==> src/rtl/pkt_mem_loader_pkg.sv <==
// pkt_mem_loader_pkg: shared state encoding and load-packet field positions
package pkt_mem_loader_pkg;
  typedef enum logic [2:0] {SKIP, HDR, ETH, LHDR, LDATA} state_e;
  localparam logic [15:0] DEF_LOAD_ETHERTYPE = 16'h88B5;
  localparam int ETYPE_LSB = 16;
  localparam int CNT_LSB = 32;
  localparam int ADDR_LSB = 48;
endpackage

==> src/rtl/pkt_mem_loader.sv <==
// pkt_mem_loader: one-cycle pass-through that snoops load packets and writes their data words to memory
module pkt_mem_loader
  import pkt_mem_loader_pkg::*;
#(
  parameter int DATA_WIDTH = 64,
  parameter int CTRL_WIDTH = DATA_WIDTH / 8,
  parameter int ADDR_WIDTH = 10,
  parameter logic [15:0] LOAD_ETHERTYPE = DEF_LOAD_ETHERTYPE
) (
  input  logic                  clk,
  input  logic                  reset,
  input  logic [DATA_WIDTH-1:0] in_data,
  input  logic [CTRL_WIDTH-1:0] in_ctrl,
  input  logic                  in_wr,
  output logic                  in_rdy,
  output logic [DATA_WIDTH-1:0] out_data,
  output logic [CTRL_WIDTH-1:0] out_ctrl,
  output logic                  out_wr,
  input  logic                  out_rdy,
  input  logic                  load_en,
  output logic                  mem_we,
  output logic [ADDR_WIDTH-1:0] mem_addr,
  output logic [DATA_WIDTH-1:0] mem_din,
  output logic                  load_done,
  output logic [31:0]           load_count,
  output logic [31:0]           err_count
);
  state_e st_q, st_d;
  logic [ADDR_WIDTH-1:0] addr_q, addr_d, mem_addr_q, mem_addr_d;
  logic [15:0] n_q, n_d, i_q, i_d, i_nx;
  logic [DATA_WIDTH-1:0] out_data_q, mem_din_q, mem_din_d;
  logic [CTRL_WIDTH-1:0] out_ctrl_q;
  logic out_wr_q, mem_we_q, mem_we_d, load_done_q, load_done_d;
  logic [31:0] load_count_q, load_count_d, err_count_q, err_count_d;
  logic eop, fin, ok;
  assign in_rdy = out_rdy;
  assign out_data = out_data_q;
  assign out_ctrl = out_ctrl_q;
  assign out_wr = out_wr_q;
  assign mem_we = mem_we_q;
  assign mem_addr = mem_addr_q;
  assign mem_din = mem_din_q;
  assign load_done = load_done_q;
  assign load_count = load_count_q;
  assign err_count = err_count_q;
  // next-state: packet parser, memory write generation and completion/error accounting
  always_comb begin
    eop = |in_ctrl;
    i_nx = (i_q < n_q) ? i_q + 16'd1 : i_q;
    st_d = st_q;
    addr_d = addr_q;
    n_d = n_q;
    i_d = i_q;
    mem_we_d = 1'b0;
    mem_addr_d = mem_addr_q;
    mem_din_d = mem_din_q;
    fin = 1'b0;
    ok = 1'b0;
    if (in_wr) begin
      case (st_q)
        SKIP: st_d = eop ? HDR : SKIP;
        HDR: st_d = eop ? HDR : ETH;
        ETH: st_d = eop ? HDR : (in_data[ETYPE_LSB +: 16] == LOAD_ETHERTYPE && load_en) ? LHDR : SKIP;
        LHDR: begin
          addr_d = ADDR_WIDTH'(in_data[ADDR_LSB +: 16]);
          n_d = in_data[CNT_LSB +: 16];
          i_d = 16'd0;
          st_d = eop ? HDR : LDATA;
          fin = eop;
          ok = in_data[CNT_LSB +: 16] == 16'd0;
        end
        LDATA: begin
          if (i_q < n_q) begin
            mem_we_d = 1'b1;
            mem_addr_d = addr_q + ADDR_WIDTH'(i_q);
            mem_din_d = in_data;
          end
          i_d = i_nx;
          st_d = eop ? HDR : LDATA;
          fin = eop;
          ok = i_nx >= n_q;
        end
        default: st_d = SKIP;
      endcase
    end
    load_done_d = fin & ok;
    load_count_d = load_count_q + 32'(fin & ok);
    err_count_d = err_count_q + 32'(fin & ~ok);
  end
  // register stage for the forwarded stream, parser state and memory/status outputs
  always_ff @(posedge clk) begin
    if (reset) begin
      st_q <= SKIP;
      addr_q <= '0;
      n_q <= '0;
      i_q <= '0;
      out_data_q <= '0;
      out_ctrl_q <= '0;
      out_wr_q <= 1'b0;
      mem_we_q <= 1'b0;
      mem_addr_q <= '0;
      mem_din_q <= '0;
      load_done_q <= 1'b0;
      load_count_q <= '0;
      err_count_q <= '0;
    end else begin
      st_q <= st_d;
      addr_q <= addr_d;
      n_q <= n_d;
      i_q <= i_d;
      out_data_q <= in_data;
      out_ctrl_q <= in_ctrl;
      out_wr_q <= in_wr;
      mem_we_q <= mem_we_d;
      mem_addr_q <= mem_addr_d;
      mem_din_q <= mem_din_d;
      load_done_q <= load_done_d;
      load_count_q <= load_count_d;
      err_count_q <= err_count_d;
    end
  end
endmodule
==> config.mk <==
export PLATFORM = sky130hd
export DESIGN_NAME = pkt_mem_loader
export DESIGN_NICKNAME = d
export VERILOG_FILES = /design/src/rtl/pkt_mem_loader_pkg.sv /design/src/rtl/pkt_mem_loader.sv
export SDC_FILE = /design/constraint.sdc
export NUM_CORES = 1
export LEC_CHECK = 0
export CAP_MARGIN = 5
export CORE_UTILIZATION = 44
export CTS_CLUSTER_DIAMETER = 100
export DETAILED_ROUTE_END_ITERATION = 8
export PLACE_DENSITY = 0.77
export RECOVER_POWER = 25
export SLEW_MARGIN = 25
export SYNTH_ARGS = -nofsm -noshare
export SYNTH_HDL_FRONTEND = slang
export SYNTH_SLANG_ARGS = --single-unit
==> constraint.sdc <==
create_clock -name clk -period 4.9 [get_ports clk]
set_input_delay 0.98 -clock clk [delete_from_list [all_inputs] [get_ports clk]]
set_output_delay 0.98 -clock clk [all_outputs]
set_load 0.05 [all_outputs]
==> results.ini, run 1 <==
[outcome]
outcome=finished with violations
violations=negative setup slack

[cts]
cts_inserted_buffers=27
cts_tree=built
cts_root_buf=clkbuf_16
cts.clk_slew.worst_paths_ns=0.06
clkLatencyLatePin_ns=0.53
htree_levels=1
clockBufferDepth=3
cts_sinks=258
hold_buffers=0

[finish]
regArea_um2=5170
antenna_cells=0
final_util_pct=67.2
fill_cells=1904
drive_gt1_share_pct=13.5
layout-area-overhead-vs-synth_pct=48.4
design_area_um2=15900
nets=1646
multi_input_area_um2=5700

[die]
die-area_um2=25000
initial_core_util_pct=45.3
ioPinCount=291
core.rowCount=56
die_w_um=158
die_h_um=158
core_area_um2=23700

[yosys]
ys_warn_count=0
yosysTopAreaCell=dfxtp_1
synth_edf_count=0
synth_area_per_cell_um2=9.20
netlist_area_um2=10700
yosysSeqAreaShare_pct=48.2
ys_types=53
synth_ff_type=dfxtp_1
ys_async_sr_fraction_pct=0
ys_seq_elements=258
synthesis.nets=1289
synthTopCellsByArea=dfxtp_1 (48%), mux2i_1 (6.3%), nor2_1 (5.4%)
yosysTopAreaCellShare_pct=48.2
syn_inst=1165

[grt]
grtUsageTotal_pct=24.8
grt_overflow_total=0
grtUsageMet3_pct=6.90
antenna_found_initial=0
grt_pass1_vias=9302
grt_pass1_wl_um=48800
grt_use_met1_pct=30.5
grtUsageMet2_pct=42.4
grt_max_degree=199
busiest_layer=met2

[timing]
finalSetupViolCount=10
hold_viol_final=0
tightest_slew_ns=1.17
skew_ns=0.00986
grt_setup_unrepaired=true
max_slew_margin_pct=21.0
postLayoutSetupSlackWorst_ns=-0.0608
timing.fmax_mhz=202
fin_crit_ns=4.96
report.final.slew_viol_count=0
period_share_pct=101

[detailed_routing]
via_per_inst=5.16
drt_iter0_drc=578
drt-total-wl_um=31900
post_drt_wl_per_cell_um=17.1
ant_nets=0
drcViolationCount=0
first_pass_iters=5
num_vias=9600

[pwr]
worst_ir_drop_vdd_v=0.000280
clkPwrFrac_pct=45.8
switching_power_mw=1.06
comb_power_share_pct=7.1
p_leak_nw=5.98
internal_power_mw=3.49
cellPowerDensity_nw_per_um2=286
switching_share_pct=23.3
seqPwrFrac_pct=47.1

[setup_path]
critPathCaptureType=register
worstSetupStartpointType=register
cp_max_fo=3
arrival_ns=5.35
setup.worst_path.class=reg2reg
required_ns=5.29

[placed_design]
gp_congestion=0.918
post_dp_cell_area_um2=14400
dp_hpwl_um=22500
port_buffers=288
pre_cts_slack_ns=-0.252

[hold_path]
hold_path.class=reg2reg

[job]
maxCapViolCount=0

## registers in the layout, summed over array words and instances, names as in the netlist
register    count
err_count      32
i_q            16
out_data       64
mem_we          1
n_q            16
mem_din        64
out_wr          1
load_done       1
st_q            3
load_count     32
mem_addr       10
out_ctrl        8
addr_q         10
## synthesized netlist by cell type (all sizes together), types with 15 or more instances
cell	number
o21ai	27
inv	33
xor2	43
nor2b	79
and3	15
ha	46
nor3	19
xnor2	36
nand4	26
nand3	42
mux2i	67
clkbuf	39
a21oi	60
nand2	100
nor2	155
dfxtp	258
## final timing paths
path	startpoint	to	slack (ns)	cells past startpoint
min	n_q[15]	n_q[15]	0.46	2
min reg2reg	n_q[15]	n_q[15]	0.46	2
max	n_q[1]	err_count[26]	-0.06	24
max reg2reg	n_q[1]	err_count[26]	-0.06	24
## layout make-up
type,instances,share of cell area [%]
multi-input cells,822,35.8
flip-flops and latches,258,32.5
repair buffers,380,22.7
clock buffers,37,4.73
well taps,319,2.51
clock inverters,12,0.905
inverters,33,0.779
## layer usage
layer | part of all wire [%] | routed length (um)
met1 | 42 | 13400
met2 | 48 | 15200
met3 | 7.7 | 2460
met4 | 2.5 | 803
met5 | 0 | 0
## cells by family after synthesis
group / count (synthesis) / share of synthesized area, %
AOI/OAI and AO/OA: 139 / 8.08
and+or+nand+nor: 490 / 22.3
DFF: 258 / 48.2
xor gates and xnor gates: 79 / 6.46
buffers and inverters: 85 / 3.19
muxes: 67 / 6.26
adders and majority gates: 47 / 5.56
## worst max-delay path: stages, from the launching register on
cell and delay (ns):
dfxtp_2 0.34, inv_2 0.05, ha_4 0.20, a2111o_1 0.40
a211o_4 0.38, buf_4 0.15, a211oi_4 0.26, buf_4 0.16
xor2_1 0.15, ha_1 0.26, a21oi_1 0.16, o21ai_0 0.13
a21o_1 0.19, a211o_1 0.28, buf_4 0.16, a2111oi_4 0.27
buf_4 0.16, ha_4 0.14, ha_4 0.12, inv_1 0.04
or3_4 0.34, nor4_4 0.16, nand3_1 0.12, xor2_1 0.17
nor2_1 0.05
## power by group through the flow
stage	Clock, mW	Sequential, mW	Combinational (mW)
floorplan	0	2.30	0.0573
global placement	0	2.18	0.324
detailed placement	0	2.19	0.326
CTS	2.12	2.14	0.327
global route	2.20	2.14	0.338
finish	2.08	2.14	0.325
## placed cells by master (no fill, tap or decap), drive strengths merged, types with 3 or more instances in the layout
master           n
and3            15
nor4            12
o211ai           7
and4             4
bufinv           3
nand2          100
and2             7
nor2           155
a31oi            3
a31o             3
nand2b           8
a211o            3
xor2            43
xnor2           36
clkinv           6
dlygate4sd3     10
nand4           26
nor3            19
or4              7
or3              9
a21o             7
dfxtp          258
o21ai           27
ha              46
clkbuf          37
nand3           42
clkdlybuf4s50  277
nor2b           79
a211oi           9
inv             34
a21oi           60
a2111oi          3
mux2i           67
buf             93
## through the flow
stage	setup TNS (ns)	hold slack, ns	cells	total power, mW
after floorplan	0	0.436	1165	2.36
after global placement	-1.76	0.445	1799	2.51
after detailed placement	-3.34	0.451	1799	2.51
after CTS	0	0.460	1850	4.59
after global routing	-5.03	0.484	1861	4.68
final	-0.291	0.461	1861	4.54
## what timing repair did
item | 4_1_cts | 5_1_grt
pin swaps | 14 | 39
resized for setup | 16 | 73
endpoints found under the setup margin | 35 | 48
setup buffers | 2 | 11
Note: power is estimated with default switching activity, not from simulation.
==> inputs of run 2 (changes only) <==
- RECOVER_POWER: 25 -> unset
==> run 2 against run 1 <==
Against the previous run: the flow still finishes with violations (negative setup slack); sequential power barely moved; combinational power barely moved; clock skew barely moved; via count barely moved; routed wire length barely moved; core utilization did not move; critical endpoint unchanged; cell area did not move; highest routed layer unchanged.
==> results.ini, run 2 (synthesis results as in run 1) <==
[cts]
htree_levels=1
cts_tree=built
cts_inserted_buffers=27
cts.clk_slew.worst_paths_ns=0.06
hold_buffers=0
cts_sinks=258
clockBufferDepth=3
clkLatencyLatePin_ns=0.53
cts_root_buf=clkbuf_16

[timing]
timing.fmax_mhz=202
period_share_pct=101
hold_viol_final=0
finalSetupViolCount=10
worst_hold_slack_ns=0.461
max_slew_margin_pct=20.9
fin_crit_ns=4.96
grt_setup_unrepaired=true
report.final.slew_viol_count=0
skew_ns=0.00986
tightest_slew_ns=1.17
postLayoutSetupSlackWorst_ns=-0.0607

[detailed_routing]
first_pass_iters=5
route.met2.wl_um=15200
top_layer_used=met4
met3WireLength_um=2460
drt-met1-wl_um=13400
drcViolationCount=0
ant_nets=0
drt_iter0_drc=578
num_vias=9601
via_per_inst=5.16
drt-total-wl_um=31900
post_drt_wl_per_cell_um=17.1

[setup_path]
required_ns=5.29
critPathCaptureType=register
max_stage_delay_ns=0.40
cp_cell_sequence=inv_2, ha_4, a2111o_1, a211o_4, buf_4, a211oi_4, buf_4, xor2_1, ha_1, a21oi_1, o21ai_0, a21o_1, a211o_1, buf_4, a2111oi_4, buf_4, ha_4, ha_4, inv_1, or3_4, nor4_4, nand3_1, xor2_1, nor2_1
worst_path_most_repeated_cell=buf_4
cp_max_fo=3
path_buf_inv=6
worstSetupStartpointType=register
arrival_ns=5.35
slowest_stage=a2111o_1
setup.worst_path.class=reg2reg
cp_top_family=compound AO/OA/AOI/OAI gates

[grt]
antenna_found_initial=0
grt_pass1_wl_um=48800
grt_overflow_total=0
grt_pass1_vias=9302
grt_max_degree=199
grtUsageTotal_pct=24.8

[pwr]
switching_power_mw=1.06
comb_power_share_pct=7.2
worst_ir_drop_vdd_v=0.000280
seqPwrFrac_pct=47.1
cellPowerDensity_nw_per_um2=286
p_leak_nw=5.98
internal_power_mw=3.49
clkPwrFrac_pct=45.8
switching_share_pct=23.3

[die]
die-area_um2=25000
core.rowCount=56
die_h_um=158
core_area_um2=23700
ioPinCount=291
initial_core_util_pct=45.3
die_w_um=158

[placed_design]
gp_congestion=0.918
post_dp_cell_area_um2=14400
place_inst=1799
dp_hpwl_um=22500
port_buffers=288

[finish]
drive_gt1_share_pct=13.5
design_area_um2=15900
antenna_cells=0
layout_commonest_cell=clkdlybuf4s50_1
stdcell_count=1861
layout-area-overhead-vs-synth_pct=48.4
nets=1646
final_util_pct=67.2
layout_common_cells=clkdlybuf4s50_1 (287), dfxtp_1 (255), nor2_1 (151)

[job]
maxCapViolCount=0

[outcome]
violations=negative setup slack
outcome=finished with violations

[hold_path]
hold_path.class=reg2reg

-- run 2: final cells by class --
class,count,area (um^2)
Fill cell,1904,7770
Tap cell,319,399
Multi-Input combinational cell,822,5700
Timing Repair Buffer,380,3620
Clock buffer,37,753
Inverter,33,124
Clock inverter,12,144
Sequential cell,258,5170
-- run 2: final timing paths --
check             cells after the start  slack, ns             to     from
setup reg to reg                     24      -0.06  err_count[26]   n_q[1]
setup / recovery                     24      -0.06  err_count[26]   n_q[1]
hold / removal                        2       0.46        n_q[15]  n_q[15]
hold reg to reg                       2       0.46        n_q[15]  n_q[15]
-- run 2: power groups by stage --
stage | sequential, mW | combinational [mW] | clock, mW
6_report | 2.14 | 0.326 | 2.08
5_1_grt | 2.14 | 0.340 | 2.20
4_1_cts | 2.14 | 0.327 | 2.12
3_5_place_dp | 2.19 | 0.326 | 0
3_3_place_gp | 2.18 | 0.324 | 0
2_1_floorplan | 2.30 | 0.0573 | 0
-- run 2: per-layer routing --
layer	vias up	track usage, %
met4	0	6.91
li1	4694	-
met1	4543	30.5
met3	55	6.90
met2	309	42.4
met5	-	0
-- run 2: metrics by stage --
step / TNS [ns] / total power [mW] / setup WS, ns
2_1_floorplan: 0 / 2.36 / 0.00389
3_3_place_gp: -1.76 / 2.51 / -0.213
6_report: -0.290 / 4.54 / -0.0607
5_1_grt: -5.03 / 4.68 / -0.259
4_1_cts: 0 / 4.59 / 0.0163
3_5_place_dp: -3.34 / 2.51 / -0.252
-- run 2: worst min-delay path, cell delays in order, from the launching register on --
cell and delay [ns]:
dfxtp_1 0.31, nand2_1 0.05, a21oi_1 0.05
-- run 2: what timing repair did --
action                                  4_1_cts  5_1_grt
setup buffers                                 2       11
endpoints found under the setup margin       35       48
pin swaps                                    14       39
gates resized for setup                      16       73
hold endpoints to repair                      0        0
==> inputs of run 3 (changes only) <==
- CAP_MARGIN: 5 -> 20
- CORE_UTILIZATION: 44 -> 45
- CTS_BUF_LIST: unset -> sky130_fd_sc_hd__clkbuf_4
- PLACE_DENSITY: 0.77 -> 0.78
==> run 3 against run 2 <==
Against the previous run: total power shrank 4.5%; worst setup slack got worse by 0.0073 ns; register-to-register slack hardly changed; clock power fell by 10%; count of clock-buffer cells in the layout increased by 54; fmax decreased by 0.15%; highest routed layer unchanged; largest cell class unchanged; the flow finishes with violations (design-rule violations, negative setup slack); cell count grew 3.9%; global-route usage increased by 1.5 points; via count grew 3.0%; core utilization up 0.47 points; die area down 2.2%.
==> results.ini, run 3 (synthesis results as in run 1) <==
[outcome]
outcome=finished with violations
violations=design-rule violations, negative setup slack

[cts]
cts_tree=built
cts_inserted_buffers=67
clkLatencyLatePin_ns=0.69
cts.clk_slew.worst_paths_ns=0.06
clockBufferDepth=3
cts_sinks=258
hold_buffers=0
cts_root_buf=clkbuf_4
htree_levels=3

[setup_path]
slowest_stage=or4_4
worstRegToRegCells=23
cp_max_fo=4
worstSetupStartpointType=register
r2r_slack_ns=-0.07
max_stage_delay_ns=0.50
cp_cell_sequence=inv_1, ha_1, o21ai_0, a21oi_2, a211o_4, a2111oi_4, nand3_1, xnor2_1, ha_1, nand4_1, nor4_1, a211o_1, buf_6, nand2_4, o21ai_2, ha_2, ha_4, and2_4, nand4_1, or4_4, nor3_2, xnor2_1, nor2_1
arrival_ns=5.51
required_ns=5.45
setup.worst_path.class=reg2reg
critPathCaptureType=register

[finish]
stdcell_count=1933
layout_common_cells=clkdlybuf4s50_1 (287), dfxtp_1 (255), nor2_1 (151)
nets=1692
regArea_um2=5170
multi_input_area_um2=5640
layout-area-overhead-vs-synth_pct=47.7
drive_gt1_share_pct=16.5
final_util_pct=67.6
fill_cells=1873
layout_commonest_cell=clkdlybuf4s50_1

[die]
core.rowCount=56
initial_core_util_pct=45.8
die_h_um=156
die_w_um=156
die-area_um2=24400
ioPinCount=291
core_area_um2=23400

[timing]
worst_hold_slack_ns=0.458
setup-tns-final_ns=-0.148
skew_ns=0.0519
max_slew_margin_pct=38.0
timing.fmax_mhz=201
fin_crit_ns=4.97
period_share_pct=101
tightest_slew_ns=0.922
report.final.slew_viol_count=0
grt_setup_unrepaired=true
postLayoutSetupSlackWorst_ns=-0.0680
finalSetupViolCount=4
hold_viol_final=0

[grt]
grtUsageTotal_pct=26.4
grt_max_degree=110
grt_pass1_wl_um=50400
grt_pass1_vias=9763
grt_overflow_total=0
antenna_found_initial=1

[detailed_routing]
drt_iter0_drc=481
drt-total-wl_um=33100
post_drt_wl_per_cell_um=17.1
via_per_inst=5.12
drcViolationCount=2
ant_nets=0
num_vias=9893
first_pass_iters=7

[placed_design]
dp_hpwl_um=22800
place_inst=1804
gp_congestion=0.889
port_buffers=288

[pwr]
clkPwrFrac_pct=43.1
comb_power_share_pct=7.6
switching_share_pct=25.6
power_mw=4.34
internal_power_mw=3.23
p_leak_nw=6.00
seqPwrFrac_pct=49.3
cellPowerDensity_nw_per_um2=274
switching_power_mw=1.11
worst_ir_drop_vdd_v=0.000225

[job]
maxCapViolCount=0

[hold_path]
hold_depth=2
hold_path.class=reg2reg

run 3: path summary, 6_finish.rpt:
check | startpoint | endpoint
setup reg to reg | n_q[2] | load_count[30]
setup / recovery | n_q[2] | load_count[30]
hold reg to reg | n_q[10] | n_q[10]
hold / removal | n_q[10] | n_q[10]
run 3: per-layer routing:
layer,routed length [um],global-route usage (%)
met1,13600,31.2
met5,0,0
met3,2820,9.08
met2,16000,44.8
met4,570,8.03
run 3: cell type report:
class / count / area share (%)
Tap cell: 319 / 2.52
Antenna cell: 1 / 0.0158
Timing Repair Buffer: 386 / 23.1
Clock buffer: 91 / 4.32
Multi-Input combinational cell: 822 / 35.6
Sequential cell: 258 / 32.7
Inverter: 33 / 0.783
Clock inverter: 23 / 0.988
run 3: through the flow:
step,cell area [um^2],worst slack [ns]
floorplan,10800,0.00389
global placement,14500,-0.259
detailed placement,14500,-0.494
CTS,15500,0.000794
global route,15800,-0.344
finish,15800,-0.0680
run 3: power groups by stage:
stage / sequential (mW) / combinational (mW) / clock [mW]
after global placement: 2.18 / 0.328 / 0
final: 2.14 / 0.330 / 1.87
after floorplan: 2.30 / 0.0573 / 0
after detailed placement: 2.19 / 0.330 / 0
after global routing: 2.14 / 0.343 / 2.03
after CTS: 2.14 / 0.331 / 1.91
run 3: what timing repair did:
action	CTS	global route
gates resized for setup	20	66
endpoints found under the setup margin	28	39
pin swaps	18	35
setup buffers	5	9
run 3: worst max-delay path: cells and delay by family, from the launching register on:
| kind | cells | cell delay, ns |
|---|---|---|
| xor gates and xnor gates | 2 | 0.29 |
| DFF | 1 | 0.34 |
| buffers and inverters | 2 | 0.20 |
| and+or+nand+nor | 9 | 1.64 |
| AOI/OAI and AO/OA | 6 | 1.46 |
| adders and majority gates | 4 | 0.93 |
